### src/rtl/seq_pkg.sv
// Shared types and constants for the programmable serial pattern detector.
package seq_pkg;

    typedef enum logic {
        ST_IDLE = 1'b0,
        ST_RUN  = 1'b1
    } state_e;

    localparam logic [3:0] DEF_PAT = 4'b0110;
    localparam logic [2:0] DEF_LEN = 3'd4;

    localparam int unsigned PAT_W_DEF = 4;
    localparam int unsigned LEN_W_DEF = 3;
    localparam int unsigned CNT_W_DEF = 8;

endpackage

### src/rtl/seq_shift_match.sv
// Serial history register, fill counter and variable-length pattern compare.
// hit is combinational on the bit being accepted this cycle.
module seq_shift_match
    import seq_pkg::*;
#(
    parameter int unsigned PAT_W = PAT_W_DEF,
    parameter int unsigned LEN_W = LEN_W_DEF
) (
    input  logic             clk,
    input  logic             rst,
    input  logic             shift_en,
    input  logic             clr,
    input  logic             overlap,
    input  logic             x,
    input  logic [PAT_W-1:0] pattern,
    input  logic [LEN_W-1:0] len,
    output logic             hit
);

    localparam logic [LEN_W-1:0] FULL = LEN_W'(PAT_W);

    logic [PAT_W-1:0] hist_q, hist_d, mask;
    logic [LEN_W-1:0] fill_q, fill_inc;

    always_comb begin
        mask = '0;
        for (int i = 0; i < PAT_W; i++) begin
            mask[i] = (LEN_W'(i) < len);
        end
        hist_d   = {hist_q[PAT_W-2:0], x};
        fill_inc = (fill_q == FULL) ? FULL : fill_q + LEN_W'(1);
        hit      = shift_en && (fill_inc >= len) && ((hist_d & mask) == (pattern & mask));
    end

    always_ff @(posedge clk or posedge rst) begin
        if (rst) begin
            hist_q <= '0;
            fill_q <= '0;
        end else if (clr) begin
            hist_q <= '0;
            fill_q <= '0;
        end else if (shift_en) begin
            hist_q <= hist_d;
            // Non-overlapping mode restarts the fill so no bits are shared
            fill_q <= (hit && !overlap) ? '0 : fill_inc;
        end
    end

endmodule

### src/rtl/seq_match_ctrl.sv
// Configure-and-sequence wrapper: IDLE/RUN control, saturating match counter
// and a valid/ack match event with sticky overflow.
module seq_match_ctrl
    import seq_pkg::*;
#(
    parameter int unsigned PAT_W = PAT_W_DEF,
    parameter int unsigned LEN_W = LEN_W_DEF,
    parameter int unsigned CNT_W = CNT_W_DEF
) (
    input  logic             clk,
    input  logic             rst,
    input  logic             cfg_we,
    input  logic [PAT_W-1:0] cfg_pattern,
    input  logic [LEN_W-1:0] cfg_len,
    input  logic             cfg_overlap,
    input  logic             start,
    input  logic             stop,
    input  logic             x,
    input  logic             x_valid,
    output logic             busy,
    output logic             z,
    output logic [CNT_W-1:0] match_count,
    output logic             evt_valid,
    input  logic             evt_ack,
    output logic             evt_overflow
);

    localparam logic [PAT_W-1:0] RST_PAT = PAT_W'(DEF_PAT);
    localparam logic [LEN_W-1:0] MAX_LEN = LEN_W'(PAT_W);
    localparam logic [LEN_W-1:0] RST_LEN = (PAT_W < 4) ? MAX_LEN : LEN_W'(DEF_LEN);

    state_e           state_q, state_d;
    logic [PAT_W-1:0] pat_q;
    logic [LEN_W-1:0] len_q, len_clamped;
    logic             ovl_q;
    logic             z_q;
    logic [CNT_W-1:0] cnt_q;
    logic             evt_valid_q, evt_ovf_q;
    logic             start_edge, accept, hit;

    always_comb begin
        state_d    = state_q;
        start_edge = 1'b0;
        accept     = 1'b0;
        unique case (state_q)
            ST_IDLE: begin
                if (start && !stop) begin
                    state_d    = ST_RUN;
                    start_edge = 1'b1;
                end
            end
            ST_RUN: begin
                accept = x_valid;
                if (stop) state_d = ST_IDLE;
            end
            default: state_d = ST_IDLE;
        endcase
        len_clamped = (cfg_len == '0 || cfg_len > MAX_LEN) ? MAX_LEN : cfg_len;
    end

    seq_shift_match #(
        .PAT_W (PAT_W),
        .LEN_W (LEN_W)
    ) u_shift_match (
        .clk      (clk),
        .rst      (rst),
        .shift_en (accept),
        .clr      (start_edge),
        .overlap  (ovl_q),
        .x        (x),
        .pattern  (pat_q),
        .len      (len_q),
        .hit      (hit)
    );

    always_ff @(posedge clk or posedge rst) begin
        if (rst) begin
            state_q <= ST_IDLE;
            pat_q   <= RST_PAT;
            len_q   <= RST_LEN;
            ovl_q   <= 1'b1;
        end else begin
            state_q <= state_d;
            if (cfg_we && state_q == ST_IDLE) begin
                pat_q <= cfg_pattern;
                len_q <= len_clamped;
                ovl_q <= cfg_overlap;
            end
        end
    end

    always_ff @(posedge clk or posedge rst) begin
        if (rst) begin
            z_q         <= 1'b0;
            cnt_q       <= '0;
            evt_valid_q <= 1'b0;
            evt_ovf_q   <= 1'b0;
        end else begin
            z_q <= hit;
            if (start_edge) begin
                cnt_q     <= '0;
                evt_ovf_q <= 1'b0;
            end else if (hit) begin
                if (cnt_q != '1) cnt_q <= cnt_q + CNT_W'(1);
                // A match acked in the same cycle replaces the old event cleanly
                if (evt_valid_q && !evt_ack) evt_ovf_q <= 1'b1;
            end
            if (hit) begin
                evt_valid_q <= 1'b1;
            end else if (evt_ack && evt_valid_q) begin
                evt_valid_q <= 1'b0;
            end
        end
    end

    assign busy         = (state_q == ST_RUN);
    assign z            = z_q;
    assign match_count  = cnt_q;
    assign evt_valid    = evt_valid_q;
    assign evt_overflow = evt_ovf_q;

endmodule
### config.mk
export PLATFORM = sky130hd
export DESIGN_NAME = seq_match_ctrl
export DESIGN_NICKNAME = d
export VERILOG_FILES = /design/src/rtl/seq_pkg.sv /design/src/rtl/seq_shift_match.sv /design/src/rtl/seq_match_ctrl.sv
export SDC_FILE = /design/constraint.sdc
export NUM_CORES = 1
export LEC_CHECK = 0
export CAP_MARGIN = 0
export CORE_ASPECT_RATIO = 1.2
export CORE_MARGIN = 4
export CORE_UTILIZATION = 38
export CTS_CLUSTER_SIZE = 12
export DETAILED_ROUTE_END_ITERATION = 16
export PLACE_DENSITY_LB_ADDON = 0.25
export SLEW_MARGIN = 40
export SYNTH_ARGS = -nofsm -noshare
export SYNTH_HDL_FRONTEND = slang
export SYNTH_SLANG_ARGS = --single-unit
### constraint.sdc
create_clock -name clk -period 4.8 [get_ports clk]
set_input_delay 0.72 -clock clk [delete_from_list [all_inputs] [get_ports clk]]
set_output_delay 0.72 -clock clk [all_outputs]
set_load 0.01 [all_outputs]
; After elaboration in Yosys (flattened, before gate mapping)
; Cells that the tools add are included.
[word_totals]
reg_bits = 26
input_bits = 16
out_inout_bits = 12
elab_cells = 63
[classes]
bitwise = 3
n_reduce_logical = 19
mux = 20
order_cmp = 6
addsub = 2
n_eq_ne = 3
[ops]
columns = operator, count
row1 = 8-bit two-way mux, 3
row2 = 3-bit two-way mux, 7
row3 = 2-bit nonzero test, 5
row4 = 1-bit two-way mux, 9
row5 = "8-bit by 1-bit adder with 8-bit output, second input constant", 1
row6 = 4-bit AND, 2
row7 = "8-bit inequality test, second input constant", 1
row8 = 1-bit logical AND, 7
row9 = "1-bit by 3-bit < comparator with 1-bit output, first input constant", 2
row10 = "2-bit by 3-bit < comparator with 1-bit output, first input constant", 2
row11 = 4-bit equality test, 1
row12 = 2-bit AND reduction, 2
row13 = "3-bit by 1-bit adder with 3-bit output, second input constant", 1
row14 = "3-bit equality test, second input constant", 1
row15 = 3-bit greater-or-equal comparator, 1
row16 = "3-bit > comparator, second input constant", 1
row17 = 1-bit logical NOT, 3
row18 = 3-bit logical NOT, 1
row19 = 1-bit one-hot mux with 2 select lines, 1
row20 = 1-bit logical OR, 1
row21 = 1-bit inverter, 1

; Depth between registers and ports, before layout
[logic_depth]
word_depth = 9
mapped_depth = 11
ltp_nobuf = 11

; Cells and area by module
; A second synthesis with hierarchy kept.
[unflattened]
cells_unflattened = 137
hier_area_um2 = 1473.9
[modules_own_cells]
columns = module, cells_per_inst, area_each_um2, instances, seq_area_each_um2
row1 = seq_match_ctrl, 86, 962.2, 1, 505.5
row2 = seq_shift_match, 51, 511.7, 1, 150.1

; Worst setup path before layout
; OpenSTA, ideal clock, no wires.
[synth_timing]
path_type = flip-flop to flip-flop
start = reg u_shift_match.fill_q[0]
end = reg cnt_q[5], in the netlist match_count[5]
synth_period_minus_slack_ns = 2.290
setup_ns = 0.123
arrival_ns = 2.168
path_stages_with_launch = 11
setup_slack_ns = 2.510
required_ns = 4.677
n_path_buf = 0
path_cell_list = dfrtp_1 inv_1 ha_1 nand2_1 nand2_1 ha_1 and2b_2 o21ai_2 nand4_4 or4_4 mux2i_1
[synth_via]
elab_chain_cells = 7
elab_cells_between_ends = 8
cone_classes = add/sub: 1 / order compare: 1 / eq/ne: 1 / mux: 1 / reduce/logical: 4
[synth_rtl]
columns = item, line
row1 = from (decl), seq_shift_match.sv:23  ; logic [LEN_W-1:0] fill_q, fill_inc;
row2 = from (signal assigned), seq_shift_match.sv:45  ; fill_q <= (hit && !overlap) ? '0 : fill_inc;
row3 = 3-bit by 1-bit adder with 3-bit output / 3-bit equality test (equally long branches), seq_shift_match.sv:31  ; fill_inc = (fill_q == FULL) ? FULL : fill_q + LEN_W'(1);
row4 = 3-bit two-way mux *, seq_shift_match.sv:31
row5 = 3-bit greater-or-equal comparator *, seq_shift_match.sv:32  ; hit = shift_en && (fill_inc >= len) && ((hist_d & mask) == (pattern & mask));
row6 = 1-bit logical AND * (2 in series), seq_shift_match.sv:32
row7 = 2-bit nonzero test (no source line) *, n/a
row8 = 2-bit AND reduction (no source line) *, n/a
row9 = to (signal assigned), seq_match_ctrl.sv:104  ; if (cnt_q != '1) cnt_q <= cnt_q + CNT_W'(1);
row10 = to (decl), seq_match_ctrl.sv:37  ; logic [CNT_W-1:0] cnt_q;
; Mark *: on every way between the ends. The rest lies on a longest branch, timed or not.
; A chain may end at the register's enable or synchronous reset.

; Worst setup path after layout
; Ends and elaborated chain as after synthesis.

==> run_results.csv <==
group,metric,value,unit
detailed_routing,num_vias,1115,
logic_synthesis,ys_ff_latch,26,
timing,maxSlewHeadroom,0.6288,
clock_tree,postCtsSetupBuffers,0,
finish,fin_area,1792,um^2
finish,regArea,655.6,um^2
status,status,"completed",
logic_synthesis,ys_async_sr_fraction,1.000,
detailed_routing,wl_per_cell,13.66,um
detailed_routing,wl,2868,um
finish,diodes,0,
die,ios,28,
setup_path,arrival,2.64,ns
die,num_rows,24,
timing,hold_violations,0,
global_route,gr-total-overflow,0,
finish,multiInputGateArea,711.9,um^2
detailed_routing,ant_nets,0,
logic_synthesis,synth_edf_count,0,
finish,syn_to_final_growth,26.73,%
setup_path,critical_path.max_fanout,10,
timing,skew,0.002502,ns
setup_path,end_kind,"register",
timing,finalSetupViolations,0,
logic_synthesis,yosysSeqAreaShare,0.4637,
clock_tree,cts.path.max_buffers,2,
flow_run,cap_violations,0,
setup_path,worstSetupPathType,"reg -> reg",
power,power.total,0.5990,mW
setup_path,startpoint_type,"register",
power,comb_power_share,0.236,
finish,drive_above_1_share,0.1462,
logic_synthesis,synthesis.instances,143,
power,p_seq_frac,0.455,
detailed_routing,dr.pass1.iters,4,
detailed_routing,post_drt_via_cell_ratio,5.310,
timing,final_max_slew_viol_count,0,
finish,nFillCells,351,
power,power_leakage,0.7996,nW
clock_tree,insertion_delay,0.28,ns
clock_tree,clkTransAtPathRegs,0.09,ns
detailed_routing,drc,0,
placed_design,place_area,1720,um^2
placed_design,gp_congestion,0.8112,
global_route,grt_pass1_vias,1149,
clock_tree,cts_sinks,26,
clock_tree,ctsHoldBuffers,0,
timing,fin_crit_sh,0.5147,
die,start_util,0.3924,
die,die_y,74.82,um
logic_synthesis,yosysTopAreaCellShare,0.3894,
timing,fin_crit,2.471,ns
global_route,track_usage,0.1383,
clock_tree,cts_tree,"done",
logic_synthesis,ys.flop_type,"dfrtp_1",
logic_synthesis,synth_area_leaders,"dfrtp_1 39%, dfstp_2 7.4%, ha_1 6.2%, nand2_1 5.3%, mux2_2 4.0%",
worst_hold_path,hp-class,"reg -> reg",
power,pwr-share-clk,0.309,
placed_design,dp_hpwl,2191,um
global_route,grt_max_degree,27,
logic_synthesis,yosys.area.top_type,"dfrtp_1",
logic_synthesis,synthDistinctLibCells,39,
power,power.internal,0.4286,mW
logic_synthesis,synth_nets,166,
logic_synthesis,ys_warn_count,0,
logic_synthesis,syn_area,1414,um^2
placed_design,place_ws,2.060,ns
timing,rsz0062_at_grt,"false",
timing,setup_ws,2.329,ns
logic_synthesis,syn_area_per_cell,9.887,um^2
global_route,grt_antenna_before_repair,0,
timing,worstMarginPinSlew,0.5560,ns
power,powerDensity,334.3,nW/um^2
finish,nNetsFinal,195,
timing,max_freq,0.4048,GHz
clock_tree,cts_buffers,3,
clock_tree,htreeDepth,1,
power,net-switching-power,0.1704,mW
die,core_area,3603,um^2
timing,holdWs,0.5016,ns
global_route,grt_pass1_wl,5078,um
setup_path,crit_required,4.97,ns
placed_design,io_buffers,27,
power,ir_drop,0.0002223,V
die,die-area,4765,um^2
timing,fin_tns_setup,0,ns
clock_tree,post_cts_resized,0,
power,p_sw_frac,0.2844,
die,die_x,63.68,um
detailed_routing,drt_iter0_drc,23,
clock_tree,cts_root_buf,"clkbuf_8",
-- state kept, by name, summed over array words and instances (netlist names) --
| name | count |
|---|---|
| u_shift_match.fill_q | 3 |
| ovl_q | 1 |
| evt_overflow | 1 |
| busy | 1 |
| pat_q | 4 |
| evt_valid | 1 |
| u_shift_match.hist_q | 3 |
| len_q | 3 |
| match_count | 8 |
| z | 1 |
-- worst max-delay path: stages (launching register included) --
cell     delay, ns
dfrtp_1       0.39
inv_1         0.07
ha_1          0.20
nand2_1       0.07
nand2_1       0.09
ha_1          0.27
and2b_2       0.21
o21ai_2       0.17
nand4_4       0.17
or4_4         0.58
mux2i_1       0.13
-- layer usage --
| layer | vias to the layer above | wire length [um] | GRT usage |
|---|---|---|---|
| met5 | - | 0 | 0 |
| met4 | 0 | 68 | 0.07914 |
| met2 | 24 | 1445 | 0.2413 |
| li1 | 547 | - | - |
| met1 | 539 | 1256 | 0.1624 |
| met3 | 5 | 98 | 0.02388 |
-- layout by cell type (no fill, tap or decap), drive strengths merged, types with 2 or more instances in the layout --
cell and count:
and2 2, mux2i 4, xor2 4, ha 7
nor2 11, or3 2, nand2b 4, nand4 2
o21ai 14, a31oi 2, dfrtp 22, nand3 10
mux2 5, a21oi 4, clkbuf 3, clkdlybuf4s50 27
dfstp 4, a21o 2, inv 9, nand2 21
-- cells by family after synthesis --
group / Yosys count / share of synthesized area
fa+ha+maj: 7 / 0.06194
mux: 9 / 0.06814
buf+inv: 12 / 0.03274
compound gates: 25 / 0.1168
simple gates: 60 / 0.2266
flops: 26 / 0.4637
xor+xnor: 4 / 0.03010
-- Yosys cell counts (2+ instances only) --
| master | count |
|---|---|
| dfrtp_1 | 22 |
| nand2_1 | 20 |
| nor2_1 | 11 |
| nand3_1 | 10 |
| inv_1 | 8 |
| ha_1 | 7 |
| o21ai_1 | 7 |
| o21ai_0 | 6 |
| mux2_2 | 5 |
| a21oi_1 | 4 |
| dfstp_2 | 4 |
| mux2i_1 | 4 |
| nand2b_1 | 4 |
| xor2_1 | 3 |
| a31oi_1 | 2 |
| and2_1 | 2 |
| clkbuf_1 | 2 |
-- power groups by stage --
stage / Combinational, mW / Clock (mW) / Sequential, mW
after floorplan: 0.0989 / 0 / 0.272
after global placement: 0.138 / 0 / 0.275
after detailed placement: 0.144 / 0 / 0.277
after CTS: 0.144 / 0.191 / 0.273
after global routing: 0.161 / 0.198 / 0.277
final: 0.141 / 0.185 / 0.273
-- area by class of cell --
class / count / share of cell area
Multi-Input combinational cell: 105 / 0.3973
Sequential cell: 26 / 0.3659
Timing Repair Buffer: 27 / 0.1508
Tap cell: 39 / 0.02723
Clock buffer: 3 / 0.02304
Inverter: 9 / 0.01885
Clock inverter: 1 / 0.01676
-- path summary, 6_finish.rpt --
check / start / to / slack [ns] / cells past startpoint
worst max-delay path: u_shift_match.fill_q[0] / match_count[5] / 2.33 / 10
worst min-delay path: evt_overflow / evt_overflow / 0.50 / 2
worst max register to register: u_shift_match.fill_q[0] / match_count[5] / 2.33 / 10
worst min register to register: evt_overflow / evt_overflow / 0.50 / 2
max in group asynchronous: rst / ovl_q / 3.62 / 2
min in group asynchronous: rst / match_count[3] / 0.80 / 2
-- stage by stage --
stage	cells	utilization
finish	210	0.4972
floorplan	143	-
global placement	206	0.4774
global route	210	0.4972
CTS	210	0.4972
detailed placement	206	0.4774
No activity file was read; power rests on OpenSTA's default activity.
